File: config.mk
export PLATFORM = sky130hd
export DESIGN_NAME = lfsr_gen
export DESIGN_NICKNAME = d
export VERILOG_FILES = /design/src/rtl/lfsr_gen.sv
export SDC_FILE = /design/constraint.sdc
export NUM_CORES = 1
export LEC_CHECK = 0
export CORE_ASPECT_RATIO = 0.7
export CORE_UTILIZATION = 39
export DETAILED_ROUTE_END_ITERATION = 7
export GPL_ROUTABILITY_DRIVEN = 0
export MAX_ROUTING_LAYER = met4
export PLACE_DENSITY = 0.82
export REMOVE_ABC_BUFFERS = 1
export SLEW_MARGIN = 20
export SYNTH_ARGS = -nofsm -noshare
export SYNTH_HDL_FRONTEND = slang
export SYNTH_SLANG_ARGS = --single-unit
File: constraint.sdc
create_clock -name clk -period 1.8 [get_ports clk]
set_input_delay 0.27 -clock clk [delete_from_list [all_inputs] [get_ports clk]]
set_output_delay 0.27 -clock clk [all_outputs]
set_load 0.005 [all_outputs]
File: src/rtl/lfsr_gen.sv
// Fibonacci LFSR with seed loading, valid/ready output and period tracking.
// Period tracking is built only when LFSR_GEN_PERIOD_EN is defined.
module lfsr_gen #(
    parameter int               WIDTH        = 32,
    parameter logic [WIDTH-1:0] TAPS         = WIDTH'(32'hEA000001),
    parameter int               STEPS        = 1,
    parameter logic [WIDTH-1:0] SEED_DEFAULT = WIDTH'(1)
) (
    input  logic             clk,
    input  logic             rst,
    input  logic             enable,
    input  logic             seed_load,
    input  logic [WIDTH-1:0] seed_in,
    output logic [WIDTH-1:0] out,
    output logic [7:0]       out_lb,
    output logic             out_valid,
    input  logic             out_ready,
    output logic             period_done,
    output logic [31:0]      period_len
);

    logic [WIDTH-1:0] state;
    logic [WIDTH-1:0] nxt;
    logic [WIDTH-1:0] seed_val;
    logic             adv;

    assign adv      = enable & ~seed_load & (~out_valid | out_ready);
    assign seed_val = (seed_in == '0) ? SEED_DEFAULT : seed_in;

    always_comb begin
        nxt = state;
        for (int i = 0; i < STEPS; i++) begin
            nxt = {^(nxt & TAPS), nxt[WIDTH-1:1]};
        end
    end

    always_ff @(posedge clk or posedge rst) begin
        if (rst) begin
            state     <= SEED_DEFAULT;
            out_valid <= 1'b0;
        end else if (seed_load) begin
            state     <= seed_val;
            out_valid <= 1'b0;
        end else if (adv) begin
            state     <= nxt;
            out_valid <= 1'b1;
        end else if (out_valid && out_ready) begin
            out_valid <= 1'b0;
        end
    end

    assign out    = state;
    assign out_lb = state[7:0];

`ifdef LFSR_GEN_PERIOD_EN
    logic [31:0]      step_cnt;
    logic [WIDTH-1:0] seed_act;

    // Count advances since the active seed; a return to it closes the period.
    always_ff @(posedge clk or posedge rst) begin
        if (rst) begin
            step_cnt    <= '0;
            seed_act    <= SEED_DEFAULT;
            period_done <= 1'b0;
            period_len  <= '0;
        end else begin
            period_done <= 1'b0;
            if (seed_load) begin
                seed_act <= seed_val;
                step_cnt <= '0;
            end else if (adv) begin
                if (nxt == seed_act) begin
                    period_done <= 1'b1;
                    period_len  <= step_cnt + 32'd1;
                    step_cnt    <= '0;
                end else begin
                    step_cnt <= step_cnt + 32'd1;
                end
            end
        end
    end
`else
    assign period_done = 1'b0;
    assign period_len  = '0;
`endif

endmodule

**After elaboration in Yosys (flattened, before gate mapping)**

Index checks and enable logic that the tools add are counted.

- Bits in registers: 33
- Bits of input ports: 37
- Word-level logic and storage cells: 18

- Muxes and demuxes: 6
- Bitwise operators: 5
- Reductions and logical operators: 5

Operator list:

| operator | count |
|---|---|
| $mux W32 | 3 |
| $logic_not A32 Y1 | 1 |
| $reduce_xor A32 Y1 | 1 |
| $mux W1 | 3 |
| $reduce_bool A3 Y1 | 1 |
| $and A1 B1 Y1 | 2 |
| $not A1 Y1 | 2 |
| $reduce_bool A2 Y1 | 1 |
| $logic_and A1 B1 Y1 | 1 |
| $or A1 B1 Y1 | 1 |

**Longest topological paths before layout**

- Depth in word-level cells: 5
- Gate-level depth with buffers: 5

**Worst setup path before layout**

Ideal clock, no wire load.

- Path type: register -> register
- Start point: register state[30], in the netlist out[30]
- End point: register state[31], in the netlist out[31]
- Setup time: 0.082 ns
- Arrival: 1.351 ns
- Data required time: 1.718 ns
- Setup slack: 0.367 ns
- Cell stages (with the launch flop): 5
- Buffers on the path: 0
- Clock period less this slack: 1.433 ns
- Cell sequence: dfrtp_1 xnor3_1 xnor2_1 or3_1 a31oi_1

- Cells in the longest elaborated chain, start to end: 3

RTL lines:

| element | RTL line | text |
|---|---|---|
| start: declaration | 22 | `logic [WIDTH-1:0] state;` |
| start signal: assignment | 42 | `state <= seed_val;` |
| start signal: assignment | 45 | `state <= nxt;` |
| $reduce_xor A32 Y1 | 33 | `nxt = {^(nxt & TAPS), nxt[WIDTH-1:1]};` |
| $mux W32 | 44 | `end else if (adv) begin` |
| $mux W32 | 41 | `end else if (seed_load) begin` |

Every way passes these cells. The select of a mux whose other input is x is not followed.
A chain may end at the register's enable or synchronous reset.

**Worst setup path in the final report**

- Start point: register state[0], in the netlist out[0]
- End point: output port out_lb[0]

RTL lines:

| element | RTL line | text |
|---|---|---|
| end: declaration | 15 | `output logic [7:0] out_lb,` |

No word-level cell between the ends.

==> impl_results.md <==
- Final hold viol count: 0
- Area after DPL: 2650 um^2
- Hold-fix buffers, CTS: 0
- FFs w/ async S/R, synth: 100%
- Mapped Area: 1960 um^2
- DR vias: 1,570
- CP delay by family, top: flip-flops
- Die Area: 5330 um^2
- Starting Density: 40.8%
- Vias per cell: 4.54
- Crit-path slowest cell: dfstp_2
- Unique masters post-synth: 22
- Remaining DRCs: 0
- Final setup viols: 0
- Pwr Total: 2.03 mW
- First-pass GRT wire length: 6.84 mm
- Top post-synthesis cells by area: dfrtp_1 41%, buf_4 16%, mux2i_1 16%
- Initial antenna violation count: 0
- Power Density: 744 nW/um^2
- Hold slack: 287 ps
- Die Height: 61.4 um
- Worst Path Buf+Inv: 1
- Non-filler instance count after layout: 346
- FP Rows: 21
- Die width: 86.8 um
- Seq/Total Area, Yosys: 42.1%
- Root Buffer: clkbuf_8
- Synth top cells by count: 43 x buf_4, 32 x dfrtp_1, 31 x mux2i_1, 30 x nand2_1, 29 x o21ai_1
- Post-layout util: 56.8%
- Clk_lat worst skew: 280 ps
- Max Buffers Root-to-Sink: 2
- Largest net degree at the start of global routing: 33
- Max IR drop VDD: 0.000402 V
- Number of synthesized flops with an enable pin: 0
- Inst Count DP: 338
- CTS tree: done
- Data arrival time of the critical path: 1410 ps
- Setup ws final: 118 ps
- PortBufs: 77
- CP Data Required Time: 1530 ps
- Initial DRT Pass Iterations: 4
- Area leader, netlist: dfrtp_1
- Max-cap viol count: 0
- Mux cell area share after synthesis: 15.8%
- Share of the synthesized area in the top cell type: 40.8%
- R2R Setup Slk: 290 ps
- YS warnings: 0
- Max stage delay on crit path: 600 ps
- Total grt overflow: 0
- Nets@finish: 313
- Slew Viols, Final: 0
- Maximum fanout along the worst path: 4
- Global-route usage over all layers: 18.0%
- Synth Area in Simple Gates: 9.82%
- RSZ-0062 raised after global routing: false
- Area share of fa/ha/maj cells after synthesis: 0%
- Antenna viol nets, final: 0
- Peak Freq: 0.595 GHz
- Synth Area in Compound Gates: 9.56%
- WL final: 4.42 mm
- Area added between synthesis and finish: 39.1%
- Share of cells above drive strength 1: 6.86%
- Fin area: 2730 um^2
- Most common cell in the synthesized netlist: buf_4
- Outcome: finished, final reports clean
- Clock net sink count: 33
- Core area: 4810 um^2
- Worst Setup End Kind: output pin
- Synth Area in XOR/XNOR: 3.00%
- Startpoint Class: flop
- Routed wire per std cell: 12.8 um
- TritonCTS Buffers: 5
- Crit-path cells: clkdlybuf4s50_1
- Combinational family with the most area after synthesis: buffers and inverters
- Post-synthesis sequential element count: 33
- Number of global-route vias before repair: 1,438
- Final clock skew: 8.65 ps
- Tmin final: 1680 ps
- I/O Pins: 111
- Antenna Cells: 0
- DR iter-0 viols: 47
- Setup TNS: 0 ps
- Hpwl dp: 3.50 mm
- Setup Buffers After CTS: 0
- Placement Setup Slack: -10.5 ps
- CP Class: flop to output pin
- Ratio of final minimum period to clock period: 93.4%
- Htree depth: 2
- # resized after CTS: 0
- Leak Pwr: 1.26 nW
- Clk slew on worst S/H paths: 70 ps
- Post-synthesis cell count: 203
- Synth Area per Inst: 9.67 um^2
- Top_reg_cell synth: dfrtp_1
- Worst min-delay path category: input port to asynchronous set/reset pin
[cells by family (layout without fill, tap and decap cells)]
family,count (synthesis),in the layout
other cells,1,33
xor+xnor,3,3
compound gates,36,36
flops,33,33
mux,31,31
simple gates,44,44
buf+inv,55,97
[routing by layer]
metal / vias to the layer above / global-route usage, % / part of all wire, %
li1: 766 / - / -
met5: - / - / 0
met3: 4 / 3.89 / 5.5
met1: 737 / 24.6 / 50
met4: 0 / 5.00 / 0.57
met2: 63 / 27.1 / 44
[final timing paths]
kind	from	end	cells past startpoint
worst min register to register	out_valid	out_valid	2
min in group clk	seed_load	out_valid	2
worst max-delay path	out[0]	out_lb[0]	1
worst min-delay path	rst	out[13]	2
worst max register to register	out[30]	out[31]	4
max in group asynchronous	rst	out[3]	3
[state kept, by name, indices dropped and copies added, names as in the netlist]
register and count:
out 32, out_valid 1
[cell type report]
| class | instances | area, um^2 |
|---|---|---|
| flip-flops and latches | 33 | 827 |
| well taps | 69 | 86.3 |
| multi-input cells | 147 | 881 |
| repair buffers | 85 | 838 |
| inverters | 4 | 15.0 |
| clock inverters | 2 | 10.0 |
| clock buffers | 6 | 72.6 |
| fillers | 450 | 2080 |
[layout by cell type, fill, tap and decap left out]
cell type / instances
a31oi_1: 1
dfrtp_1: 32
xnor2_4: 1
inv_1: 4
buf_12: 1
buf_4: 7
clkinv_2: 2
nor2_1: 3
xnor2_1: 1
nand2_1: 30
o21ai_4: 1
buf_2: 1
conb_1: 33
o21ai_0: 3
clkbuf_8: 5
nand4_1: 2
nor4_1: 8
clkbuf_1: 1
dfstp_2: 1
or3_1: 1
mux2i_1: 31
xnor3_1: 1
clkdlybuf4s50_1: 76
a21oi_1: 1
o21ai_1: 29
a21boi_0: 1
[where the power goes]
part | switching (mW) | total, mW | internal, mW
Clock | 0.262 | 0.530 | 0.268
Combinational | 0.221 | 0.589 | 0.368
Sequential | 0.0861 | 0.912 | 0.826
Note: power is estimated with default switching activity, not from simulation.
